<file path="config.mk">
export PLATFORM = sky130hd
export DESIGN_NAME = if_fetch
export DESIGN_NICKNAME = d
export VERILOG_FILES = /design/src/rtl/if_fetch.sv
export SDC_FILE = /design/constraint.sdc
export NUM_CORES = 1
export LEC_CHECK = 0
export BUFFER_PORTS_ARGS = -buffer_cell sky130_fd_sc_hd__buf_4
export CAP_MARGIN = 25
export CELL_PAD_IN_SITES_DETAIL_PLACEMENT = 0
export CELL_PAD_IN_SITES_GLOBAL_PLACEMENT = 1
export CORE_MARGIN = 2
export CORE_UTILIZATION = 46
export CTS_CLUSTER_DIAMETER = 50
export DETAILED_ROUTE_END_ITERATION = 12
export PLACE_DENSITY_LB_ADDON = 0.1
export RECOVER_POWER = 50
export SLEW_MARGIN = 30
export SYNTH_ARGS = -nofsm -noshare
export SYNTH_HDL_FRONTEND = slang
export SYNTH_SLANG_ARGS = --single-unit
</file>
<file path="constraint.sdc">
create_clock -name reloj -period 7.1 [get_ports reloj]
set_clock_uncertainty 0.05 [all_clocks]
set_input_delay 1.065 -clock reloj [delete_from_list [all_inputs] [get_ports reloj]]
set_output_delay 1.065 -clock reloj [all_outputs]
set_load 0.01 [all_outputs]
</file>
<file path="src/rtl/if_fetch.sv">
// Instruction fetch: owns the PC, keeps one non-abortable request to imem in flight, buffers words in a 2-deep queue.
// Latency 1 cycle imem_ready->valid_IF; backpressure via enableIF, requests stop while the queue has no room.
module if_fetch #(
  parameter logic [31:0] PC_RESET = 32'h0000_0000,
  parameter int          QDEPTH   = 2
) (
  input  logic        reloj,
  input  logic        resetIF,
  input  logic        enableIF,
  input  logic        jump,
  input  logic [31:0] jump_target,
  input  logic        branch_taken,
  input  logic [31:0] branch_target,
  output logic        imem_req,
  output logic [31:0] imem_addr,
  input  logic        imem_ready,
  input  logic [31:0] imem_rdata,
  output logic [31:0] PC_4,
  output logic [31:0] DO,
  output logic        valid_IF
);

  typedef struct packed {
    logic [31:0] pc_4;
    logic [31:0] instr;
  } fq_entry_t;

  localparam logic [1:0] S_IDLE = 2'd0;
  localparam logic [1:0] S_BUSY = 2'd1;
  localparam logic [1:0] S_DROP = 2'd2;

  logic [1:0]  state, state_nxt;
  logic [31:0] pc, pc_nxt;
  logic [31:0] redir_pc, redir_pc_nxt;
  logic [1:0]  count;
  fq_entry_t   q0, q1;

  logic        pop, push, redir, space;
  logic [31:0] tgt;
  logic [2:0]  cnt_after_pop;

  always_comb begin
    pop           = valid_IF & enableIF;
    redir         = jump | branch_taken;
    tgt           = (jump ? jump_target : branch_target) & ~32'd3;
    cnt_after_pop = {1'b0, count} - {2'b00, pop};
    space         = cnt_after_pop <= 3'(QDEPTH - 1);
    push          = 1'b0;
    state_nxt     = state;
    pc_nxt        = pc;
    redir_pc_nxt  = redir_pc;
    case (state)
      S_IDLE: begin
        if (redir) begin
          pc_nxt    = tgt;
          state_nxt = S_BUSY;
        end else if (space) begin
          state_nxt = S_BUSY;
        end
      end
      S_BUSY: begin
        if (redir && imem_ready) begin
          pc_nxt = tgt;
        end else if (redir) begin
          redir_pc_nxt = tgt;
          state_nxt    = S_DROP;
        end else if (imem_ready) begin
          push      = 1'b1;
          pc_nxt    = pc + 32'd4;
          // Only chain straight into the next request if the queue still has room after this push.
          state_nxt = (cnt_after_pop < 3'(QDEPTH - 1)) ? S_BUSY : S_IDLE;
        end
      end
      S_DROP: begin
        if (redir) redir_pc_nxt = tgt;
        if (imem_ready) begin
          pc_nxt    = redir ? tgt : redir_pc;
          state_nxt = S_BUSY;
        end
      end
      default: state_nxt = S_IDLE;
    endcase
  end

  always_ff @(posedge reloj or negedge resetIF) begin
    if (!resetIF) begin
      state    <= S_IDLE;
      pc       <= PC_RESET;
      redir_pc <= '0;
      count    <= '0;
    end else begin
      state    <= state_nxt;
      pc       <= pc_nxt;
      redir_pc <= redir_pc_nxt;
      count    <= redir ? 2'd0 : count + {1'b0, push} - {1'b0, pop};
    end
  end

  // Head is always q0; a push lands behind whatever survives this cycle's pop.
  always_ff @(posedge reloj or negedge resetIF) begin
    if (!resetIF) begin
      q0 <= '0;
      q1 <= '0;
    end else begin
      if (pop) q0 <= q1;
      if (push) begin
        if (cnt_after_pop == 3'd0) q0 <= '{pc_4: pc + 32'd4, instr: imem_rdata};
        else                       q1 <= '{pc_4: pc + 32'd4, instr: imem_rdata};
      end
    end
  end

  assign imem_req  = (state != S_IDLE);
  assign imem_addr = pc;
  assign valid_IF  = (count != 2'd0);
  assign DO        = valid_IF ? q0.instr : '0;
  assign PC_4      = valid_IF ? q0.pc_4  : '0;

endmodule
</file>
After elaboration in Yosys (flattened, before gate mapping)
Cells that the tools add are included.

Order comparisons: 2. Bitwise operators: 3. $add $sub $neg: 4. Reduce and logical (&&, ||, !) cells: 11. Mux-type cells: 28. Equal/unequal tests: 9.

Operators with widths (number): 2-to-1 mux 32 bit (10); 2-to-1 mux 64 bit (3); one-hot mux 32 bit (3 select lines) (1); one-hot mux 32 bit (2 select lines) (1); adder 32 x 3 -> 32 bit, second input constant (1); 2-to-1 mux 2 bit (7); != test 3 bit, second input constant (4); != test 2 bit, second input constant (3); one-hot mux 2 bit (3 select lines) (1); nonzero test 2 bit (3); 2-to-1 mux 1 bit (5); AND reduction 5 bit (1); AND reduction 2 bit (2); AND reduction 4 bit (1); <= comparator 3 x 1 -> 1 bit, second input constant (1); logical NOT 3 bit (1); less-than comparator 3 x 1 -> 1 bit, second input constant (1); nonzero test 3 bit (1); subtractor 2 x 1 -> 3 bit (1); adder 2 x 1 -> 2 bit (1); == test 2 x 1 -> 1 bit, second input constant (1); == test 2 bit, second input constant (1); logical NOT 2 bit (1); subtractor 2 x 1 -> 2 bit (1); 4 further kinds (4).

Flip-flop bits (word level): 196. Logic and storage cells: 65.

Depth between registers and ports, before layout
Gate-level depths: netlist (run 1).

Depth in word-level cells: 9. Mapped depth: 12. Mapped depth without buffers: 10.

Worst setup path after synthesis (run 1)
No wires, ideal clock.

Path type: in2reg. Start point: in enableIF. End point: reg q1[41] (netlist name). Data required time: 6925 ps. Stages on the path: 9. Data arrival time: 2919 ps. Setup slack: 4006 ps. Library setup time: 125 ps. Cells stage by stage: nand2_1 clkinv_1 clkbuf_1 ha_1 ha_1 nand2_1 o21ai_2 clkbuf_1 mux2_2.

Word-level cells in the longest chain between the ends: 5.

RTL lines: start: declaration (RTL line 9) `input logic enableIF,`; bitwise AND 1 bit (RTL line 43) `pop = valid_IF & enableIF;`; subtractor 2 x 1 -> 3 bit (RTL line 46) `cnt_after_pop = {1'b0, count} - {2'b00, pop};`; logical NOT 3 bit (RTL line 107) `if (cnt_after_pop == 3'd0) q0 <= '{pc_4: pc + 32'd4, instr: imem_rdata};`; NOT 1 bit (no line); AND reduction 2 bit (no line); end signal: assignment (RTL line 108) `else q1 <= '{pc_4: pc + 32'd4, instr: imem_rdata};`; end: declaration (RTL line 36) `fq_entry_t q0, q1;`.

No other way between the ends. A chain may end at the register's enable or synchronous reset.

==> impl_results.md, run 1 <==
- Largest net degree at the start of global routing: 89
- ANT nets after route: 0
- Logic pwr share: 39.1%
- Die X: 156.9 um
- # setup viols final: 0
- Final Hold Viols: 0
- Final Worst Setup Slack: 2.638 ns
- Max Slew Vio Count: 194
- Clock root cell: clkbuf_16
- Outcome: finished, violations left
- Total negative setup slack: 0 ns
- Nets: 1367
- Hold WC Path Type: reg2reg
- Worst-Skew Late Latency: 0.44 ns
- Worst vdd ir: 0.2056 mV
- GPL Wtd Cong: 0.8851
- Vias: 8849
- Total grt overflow: 0
- Top FF cell, synth: dfrtp_1
- Max cap viols: 4
- Hold Path Cell Cnt: 2
- Netlist cell types: 69
- Post-CTS Hold Fix Bufs: 0
- Syn nets: 1227
- All-Layer GR Usage: 24.89%
- Area contributors post-synth: dfrtp_1, o21ai_0, and2_1
- Startpoint types: primary input
- Total power density per cell area: 369.3 nW/um2
- Setup repair bufs after CTS: 0
- Crit-path max FO: 77
- Clock sink count: 196
- Drt wl/cell: 19.09 um
- Max Clk Rate: 0.2241 GHz
- CTS buffer count: 17
- Area leader, netlist: dfrtp_1
- Worst r2r dst: redir_pc[19]
- Part of the Yosys area used for sequential elements: 45.58%
- WS Path Type: in2async
- Reg2Reg Setup Slack: 3.19 ns
- CTS H-tree depth: 4
- Hold Slack: 0.4349 ns
- Initial DRC Count: 560
- Sw Ratio: 40.94%
- Hold wc startpoint: q1[43]
- Syn Inst Count: 1117
- Clock Power Share: 20.9%
- Share of cells above drive strength 1: 21.42%
- Pint: 2.788 mW
- Drt total wl: 30220 um
- CP arrival: 4.43 ns
- EDFF count, synth: 0
- Vias in the first global route: 8418
- First-pass GRT wire length: 47580 um
- Initial antenna violation count: 0
- N_diodes: 0
- Post-DP HPWL: 20690 um
- Worst Tran Pin Value: 3.116 ns
- Failing checks: capacitance limit, slew limit
- Crit share post-route: 62.85%
- RSZ-0062 raised after global routing: false
- Port Buffer Count: 195
- Warnings from Yosys: 0
- Worst Reg2Reg Path Length in Cells: 5
- Die Height: 156.9 um
- Post-route DRC: 0
- CTS max path bufs: 2
- Hold endpoint: q1[43]
- IO Count: 200
- Post-cts gate resize count: 0
- Number of placement rows: 55
- Post-synth ARST share: 100.0%
- Die area: 24630 um2
- Share of the synthesized area in the top cell type: 45.58%
- Area growth syn-to-layout: 18.79%
- Initial Utilization: 47.24%
- Worst setup EP type: asynchronous set/reset pin
- TritonCTS clock tree: done
- CTS clk-pin slew, worst paths: 0.07 ns
- Mapped cell area: 10760 um2
- LEAKAGE: 5.894 nW
- Yosys reg bits: 196
- Sequential share of power: 40.0%
- Worst Path Required: 7.07 ns
- Max-slew headroom: -107.8%
- Sw Pwr: 1.933 mW
- Vias per inst: 5.590
- Post-synthesis average cell area: 9.633 um2
- Core area: 22780 um2
- First-pass DRT Iterations: 6
- Post-Place Setup Slack: 3.106 ns
- Fin crit period: 4.462 ns
- Reg-to-reg startpoint: state[0]
## layout make-up
cell class,count,area (um2)
Sequential cell,196,4905
Timing Repair Buffer,209,1458
Inverter,13,48.80
Fill cell,2102,9996
Tap cell,313,391.6
Clock buffer,18,429.2
Multi-Input combinational cell,820,5386
Clock inverter,14,163.9
## layout by cell type (no fill, tap or decap), types with 4 or more instances in the layout
| cell type | n |
|---|---|
| xnor2_1 | 19 |
| o211ai_1 | 5 |
| o31ai_1 | 4 |
| nand4_1 | 6 |
| nand2_1 | 120 |
| clkbuf_1 | 39 |
| o22ai_1 | 4 |
| a21oi_1 | 62 |
| o21ai_0 | 127 |
| and4_1 | 5 |
| nor3_1 | 5 |
| mux2_2 | 47 |
| a21boi_0 | 5 |
| nand3_1 | 22 |
| xor2_1 | 12 |
| clkinvlp_4 | 4 |
| or3_1 | 6 |
| nor2_1 | 29 |
| clkbuf_16 | 17 |
| and2_1 | 96 |
| a221oi_1 | 10 |
| mux2i_1 | 55 |
| inv_1 | 12 |
| a221o_1 | 9 |
| dfrtp_1 | 196 |
| ha_1 | 8 |
| nor2b_1 | 18 |
| inv_8 | 4 |
| nand2b_1 | 10 |
| o221ai_1 | 4 |
| buf_4 | 168 |
| and3_1 | 10 |
| a31oi_1 | 22 |
| a22oi_1 | 19 |
| a2bb2oi_1 | 4 |
| a211oi_1 | 25 |
## power groups by stage
stage / sequential [mW] / clock (mW) / combinational, mW
6_report: 1.89 / 0.985 / 1.85
5_1_grt: 1.95 / 1.06 / 2.06
4_1_cts: 1.88 / 1.00 / 1.91
3_5_place_dp: 1.91 / 0 / 1.90
3_3_place_gp: 1.89 / 0 / 1.87
2_1_floorplan: 1.82 / 0 / 1.31
## flip-flops by register name, summed over array words and instances, names as in the netlist
| register | cells |
|---|---|
| q0 | 64 |
| q1 | 64 |
| imem_addr | 32 |
| redir_pc | 32 |
| count | 2 |
| state | 2 |
## cell usage after synthesis (25+ instances only)
cell type,instances
nor2_1,29
mux2_2,47
nand2_1,121
a211oi_1,25
dfrtp_1,196
o21ai_0,127
clkbuf_1,42
a21oi_1,63
mux2i_1,55
and2_1,97
buf_2,27
## how the worst max path moves through the flow
stage | startpoint | to | slack [ns] | cells after the start
2_1_floorplan | enableIF | q1[41] | 4.01 | 9
3_3_place_gp | enableIF | q0[48] | 3.16 | 10
3_5_place_dp | enableIF | q1[4] | 3.11 | 9
4_1_cts | count[1] | q0[34] | 3.45 | 10
5_1_grt | resetIF | q0[35] | 1.88 | 3
6_report | resetIF | imem_addr[26] | 2.64 | 3
## kinds of logic (layout without fill, tap and decap cells)
logic type	Yosys count	count (layout)	synth area share, %
simple gates	355	355	17.70
compound gates	324	324	18.62
flops	196	196	45.58
mux	102	102	10.03
buf+inv	101	254	4.616
xor+xnor	31	31	2.523
fa+ha+maj	8	8	0.9303
## per-layer routing
metal	global-route usage, %	up-vias	part of all wire, %
met5	0	-	0
met3	4.901	26	5.1
li1	-	4270	-
met2	39.04	242	46
met4	6.553	0	2.0
met1	35.37	4311	47
## worst max-delay path: stages
cell      delay [ns]
clkbuf_8        0.50
clkbuf_1        0.93
clkbuf_1        1.86
## stage by stage
step	utilization, %	instance area [um2]	total power [mW]	cells
2_1_floorplan	-	10760	3.127	1117
3_3_place_gp	54.10	12320	3.758	1550
3_5_place_dp	54.11	12320	3.811	1550
4_1_cts	56.71	12920	4.803	1582
5_1_grt	56.12	12780	5.065	1583
6_report	56.12	12780	4.720	1583
Note: power is estimated with default switching activity, not from simulation.
==> run 2, diff against run 1 <==
Settings changed: CORE_UTILIZATION 46 to 39.
Clock period 7.1 ns to 3.8 ns, I/O delays scaled along.
==> impl_results.md, run 2 (synthesis results as in run 1) <==
- LEAKAGE: 5.980 nW (+1.5%)
- Hold WC Path Type: in2reg
- Crit-path max FO: 88 (+14%)
- Worst Tran Pin Value: 2.132 ns (-0.9841 ns)
- # setup viols final: 0 (unchanged)
- Core area: 27030 um2 (+19%)
- Port Buffer Count: 195 (unchanged)
- Total grt overflow: 0 (unchanged)
- Total power: 8.967 mW (+90%)
- Post-cts gate resize count: 0 (unchanged)
- Post-CTS Hold Fix Bufs: 0 (unchanged)
- Placed insts: 1593 (+2.8%)
- Failing checks: capacitance limit, slew limit
- Worst Path Required: 4.07 ns (-3.00 ns)
- Vias: 8847 (-0.023%)
- Final Worst Setup Slack: 0.6052 ns (-2.032 ns)
- CP arrival: 3.46 ns (-0.97 ns)
- Commonest cells after routing, fill and taps aside: dfrtp_1, buf_4, o21ai_0
- CTS max path bufs: 2 (unchanged)
- Total power density per cell area: 693.6 nW/um2 (+88%)
- CTS clk-pin slew, worst paths: 0.08 ns (about the same)
- Worst-Skew Late Latency: 0.45 ns (about the same)
- Post-Place Setup Slack: 0.9081 ns (-2.198 ns)
- Drt wl/cell: 19.56 um (+2.5%)
- Outcome: finished, violations left
- Clock sink count: 196 (unchanged)
- Die area: 28940 um2 (+17%)
- Biggest regs: q0: 64 flops, q1: 64 flops
- Max-slew headroom: -42.14% (+66 points)
- Clock root cell: clkbuf_16
- Post-route DRC: 0 (unchanged)
- Vias in the first global route: 8488 (+0.83%)
- Area growth syn-to-layout: 20.15%
- Reg-to-reg startpoint: count[1]
- All-Layer GR Usage: 22.18% (-2.7 points)
- Hold wc startpoint: imem_rdata[18]
- CTS buffer count: 17 (unchanged)
- Max cap viols: 1 (-3)
- Total negative setup slack: 0 ns (unchanged)
- Vias per inst: 5.444 (-2.6%)
- Initial Utilization: 39.81% (-7.4 points)
- Share of cells above drive strength 1: 22.35% (+0.93 points)
- Worst vdd ir: 0.3400 mV (+65%)
- Drt total wl: 31790 um (+5.2%)
- Fin crit period: 3.195 ns
- Worst setup EP type: flop
- Final Util: 47.84% (-8.3 points)
- IO Count: 200 (unchanged)
- Commonest non-fill, non-tap cell in the layout: dfrtp_1
- First-pass DRT Iterations: 5 (-1)
- WS Path Type: reg2reg
- Startpoint types: flop
- Max Clk Rate: 0.3130 GHz
- Number of placement rows: 60 (+9.1%)
- First-pass GRT wire length: 49740 um (+4.5%)
- GPL Wtd Cong: 0.8131 (-8.1%)
- Max Slew Vio Count: 79 (-59%)
- Die Height: 170.1 um (+8.4%)
- Finished Layout Cells: 1625 (+2.7%)
- Largest net degree at the start of global routing: 129 (+45%)
- Crit share post-route: 84.07%
- Final Hold Viols: 0 (unchanged)
- N_diodes: 0 (unchanged)
- ANT nets after route: 0 (unchanged)
- Die X: 170.1 um (+8.4%)
- TritonCTS clock tree: done
- RSZ-0062 raised after global routing: false
- Initial antenna violation count: 0 (unchanged)
- Worst setup startpoint: count[1]
- CTS H-tree depth: 4 (unchanged)
- Post-DP HPWL: 21800 um (+5.4%)
- Nets: 1381 (+1.0%)
- Initial DRC Count: 566 (+1.1%)
- Setup repair bufs after CTS: 0 (unchanged)
run 2: cell count changes in the layout (fill, tap and decap cells not counted), moves of 2 or more:
cell	change
clkinv_8	+2
clkinv_4	+4
buf_4	+12
clkbuf_2	+3
clkbuf_1	-4
clkinvlp_4	-4
run 2: layout make-up:
cell class                 instances  area (um2)
timing repair buffer             223        1577
tap                              341       426.7
clock buffer                      18       439.2
sequential                       196        4905
fill                            2659       14100
clock inverter                    14       160.2
multi-input combinational        820        5373
inverter                          13       48.80
run 2: metrics by stage:
stage | area [um2] | hold slack (ns)
global route | 12930 | 0.2743
CTS | 13090 | 0.1373
floorplan | 10760 | 0.2244
global placement | 12490 | 0.4124
finish | 12930 | 0.2809
detailed placement | 12490 | 0.4210
run 2: power breakdown:
group	switching, mW	internal, mW	total, mW
clock	0.956	0.903	1.86
sequential	0.663	2.88	3.54
combinational	2.08	1.49	3.57
total	3.70	5.27	8.97
run 2: worst max-delay path, cell delays in order (launching register included):
cell and delay [ns]:
dfrtp_1 0.40, or2_2 0.31, nand2_1 0.11, clkinv_1 0.09, ha_1 0.19, ha_1 0.28, nand2_1 0.16, o21ai_4 0.15
clkbuf_4 0.81, mux2_2 0.42
run 2: final timing paths:
check | end | slack (ns) | cells past startpoint
worst max-delay path | q1[41] | 0.61 | 9
worst min-delay path | q0[18] | 0.28 | 3
worst max register to register | q1[41] | 0.61 | 9
worst min register to register | q1[43] | 0.43 | 2
max in group asynchronous | q0[37] | 0.99 | 2
min in group asynchronous | q0[19] | 0.68 | 1
run 2: per-layer routing:
metal	global-route usage (%)	up-vias	share of wire, %
met5	0	-	0
met4	4.757	0	1.2
met3	3.953	29	5.3
met2	34.50	225	45
met1	32.32	4289	49
li1	-	4304	-
==> run 3, diff against run 2 <==
Settings changed: ABC_AREA from default to 1, CORE_UTILIZATION 39 to 36.
Clock period 3.8 ns to 2.9 ns, I/O delays scaled along.
==> impl_results.md, run 3 <==
- Synth top cells by count: nand2_1, dfrtp_1, nor2_1
- Adder-Cell Fraction of Synth Area: 0.9488% (+0.019 points)
- WS Path Type: reg2reg
- Post-cts gate resize count: 0 (unchanged)
- Port Buffer Count: 195 (unchanged)
- Worst vdd ir: 0.4262 mV (+25%)
- LEAKAGE: 6.664 nW (+11%)
- Compound-Gate Fraction of Synth Area: 13.52% (-5.1 points)
- Total power: 11.67 mW (+30%)
- CP arrival: 2.72 ns (-0.74 ns)
- Crit share post-route: 85.06% (+0.99 points)
- Total negative setup slack: 0 ns (unchanged)
- Final Hold Viols: 0 (unchanged)
- IO Count: 200 (unchanged)
- Drt wl/cell: 15.04 um (-23%)
- Vias: 9518 (+7.6%)
- Total power density per cell area: 909.0 nW/um2 (+31%)
- Worst Path Required: 3.16 ns (-0.91 ns)
- Die Height: 175.2 um (+3.0%)
- First-pass DRT Iterations: 5 (unchanged)
- Main combinational cell family by area after synthesis: simple AND/OR/NAND/NOR gates
- Syn nets: 1576 (+28%)
- Clock Power Share: 20.0% (-0.7 points)
- Worst setup EP type: flop
- Max cap viols: 1 (unchanged)
- Clock root cell: clkbuf_16
- Post-DP HPWL: 21400 um (-1.8%)
- Die X: 175.2 um (+3.0%)
- Finished Layout Cells: 2027 (+25%)
- Top FF cell, synth: dfrtp_1
- Reg-to-reg startpoint: count[1]
- First-pass GRT wire length: 49500 um (-0.47%)
- Part of the Yosys area used for sequential elements: 46.49% (+0.91 points)
- Most frequent cell after synthesis: nand2_1
- Post-route DRC: 0 (unchanged)
- Initial Utilization: 36.66% (-3.2 points)
- Largest net degree at the start of global routing: 89 (-31%)
- Max Slew Vio Count: 58 (-27%)
- Commonest cells after routing, fill and taps aside: nand2_1, dfrtp_1, buf_4
- Max-slew headroom: -10.74% (+31 points)
- Initial antenna violation count: 0 (unchanged)
- Total grt overflow: 0 (unchanged)
- GPL Wtd Cong: 0.8112 (-0.23%)
- Area leader, netlist: dfrtp_1
- Crit-path max FO: 88 (unchanged)
- Pint: 6.773 mW (+29%)
- All-Layer GR Usage: 20.30% (-1.9 points)
- Synth Area in Simple Gates: 28.85% (+11 points)
- Worst-Skew Late Latency: 0.44 ns (about the same)
- ANT nets after route: 0 (unchanged)
- Startpoint types: flop
- Logic pwr share: 39.7% (about the same)
- Yosys reg bits: 196 (unchanged)
- Warnings from Yosys: 0 (unchanged)
- Hold Slack: 0.1552 ns (-0.1257 ns)
- Fin crit period: 2.467 ns (-0.7280 ns)
- Drt total wl: 30480 um (-4.1%)
- Sw Pwr: 4.898 mW (+32%)
- Vias per inst: 4.696 (-14%)
- Post-synth ARST share: 100.0% (unchanged)
- Share of the synthesized area in the top cell type: 46.49% (+0.91 points)
- Placed insts: 1995 (+25%)
- Core area: 28780 um2 (+6.5%)
- # setup viols final: 0 (unchanged)
- TritonCTS clock tree: done
- Sequential share of power: 40.3% (+0.8 points)
- Final Util: 44.61% (-3.2 points)
- Mapped cell area: 10550 um2 (-2.0%)
- Failing checks: capacitance limit, slew limit
- Number of placement rows: 62 (+3.3%)
- CTS max path bufs: 2 (unchanged)
- CTS H-tree depth: 4 (unchanged)
- Max Clk Rate: 0.4054 GHz (+30%)
- N_diodes: 0 (unchanged)
- Post-synthesis mux area share: 0.09488% (-9.9 points)
- Worst setup startpoint: count[1]
- Syn Inst Count: 1466 (+31%)
- CTS clk-pin slew, worst paths: 0.08 ns (about the same)
- Die area: 30690 um2 (+6.1%)
- RSZ-0062 raised after global routing: false
- Outcome: finished, violations left
- Sw Ratio: 41.97% (+0.68 points)
- EDFF count, synth: 0 (unchanged)
- Clock sink count: 196 (unchanged)
- Biggest regs: q0: 64 flops, q1: 64 flops
- Nets: 1741 (+26%)
- Post-synthesis average cell area: 7.197 um2 (-25%)
- Worst Tran Pin Value: 1.661 ns (-0.4710 ns)
- Area contributors post-synth: dfrtp_1, nand2_1, nor2_1
- Initial DRC Count: 715 (+26%)
- CTS buffer count: 17 (unchanged)
- Vias in the first global route: 8982 (+5.8%)
- Share of cells above drive strength 1: 14.67% (-7.7 points)
- XOR/XNOR Fraction of Synth Area: 1.245% (-1.3 points)
- Hold WC Path Type: in2reg
- Area growth syn-to-layout: 21.70%
- Commonest non-fill, non-tap cell in the layout: nand2_1
- Netlist cell types: 36 (-48%)
- Hold wc startpoint: imem_rdata[9]
==> run 3: cell count changes after synthesis, moves of 47 or more <==
cell	previous run	this run
mux2_2	47	0
nand2_1	121	528
inv_1	12	140
and2_1	97	1
nor2_1	29	171
mux2i_1	55	1
==> run 3: power groups by stage <==
stage	Combinational, mW	Sequential, mW	Clock, mW
after floorplan	3.13	4.62	0
after detailed placement	4.85	4.75	0
final	4.63	4.70	2.34
after global placement	4.79	4.72	0
after CTS	4.87	4.70	2.42
after global routing	5.36	4.84	2.52
==> run 3: logic make-up after synthesis <==
logic type / Yosys count
mux: 1
simple gates: 772
flops: 196
xor+xnor: 15
buf+inv: 226
fa+ha+maj: 8
compound gates: 248
==> run 3: timing repair <==
action,CTS,global route
hold buffers,1,0
setup endpoints to repair,0,0
endpoints found under the hold margin,56,0
buffers inserted,0,0
==> run 3: path summary, 6_finish.rpt <==
kind                            slack (ns)     end  cells after the start
worst max register to register        0.43  q0[51]                     14
max in group asynchronous             0.57   q1[0]                      3
worst min-delay path                  0.16   q1[9]                      3
worst min register to register        0.42  q1[15]                      2
worst max-delay path                  0.43  q0[51]                     14
min in group asynchronous             0.90  q0[25]                      2
==> run 3: area by class of cell <==
cell class	instances	area [um2]
Fill cell	3093	15940
Sequential cell	196	4905
Multi-Input combinational cell	1044	4715
Timing Repair Buffer	223	1613
Inverter	149	560.5
Tap cell	384	480.5
Clock buffer	19	452.9
Clock inverter	12	113.9
==> run 3: per-layer routing <==
layer	vias up	global-route usage (%)	share of wire, %
met4	0	4.757	1.1
met1	4295	29.76	50
met3	24	2.676	3.8
met5	-	0	0
li1	4980	-	-
met2	219	31.79	45
==> run 3: worst max-delay path, stage by stage, from the launching register on <==
cell and delay (ns):
dfrtp_1 0.40, nor2_1 0.15, inv_1 0.08, nand2_2 0.07, inv_2 0.04, ha_1 0.17
ha_1 0.28, nand2_1 0.09, nor2_1 0.22, inv_1 0.11, nor2_4 0.13, clkinv_2 0.09
buf_12 0.23, o211ai_1 0.11, o21ai_0 0.10
==> run 3: per-stage QoR <==
step | instance area (um2) | worst slack (ns)
2_1_floorplan | 10550 | 0.2894
5_1_grt | 12840 | 0.1810
3_5_place_dp | 12400 | 0.4564
6_report | 12840 | 0.4332
3_3_place_gp | 12400 | 0.5002
4_1_cts | 12980 | 0.3811
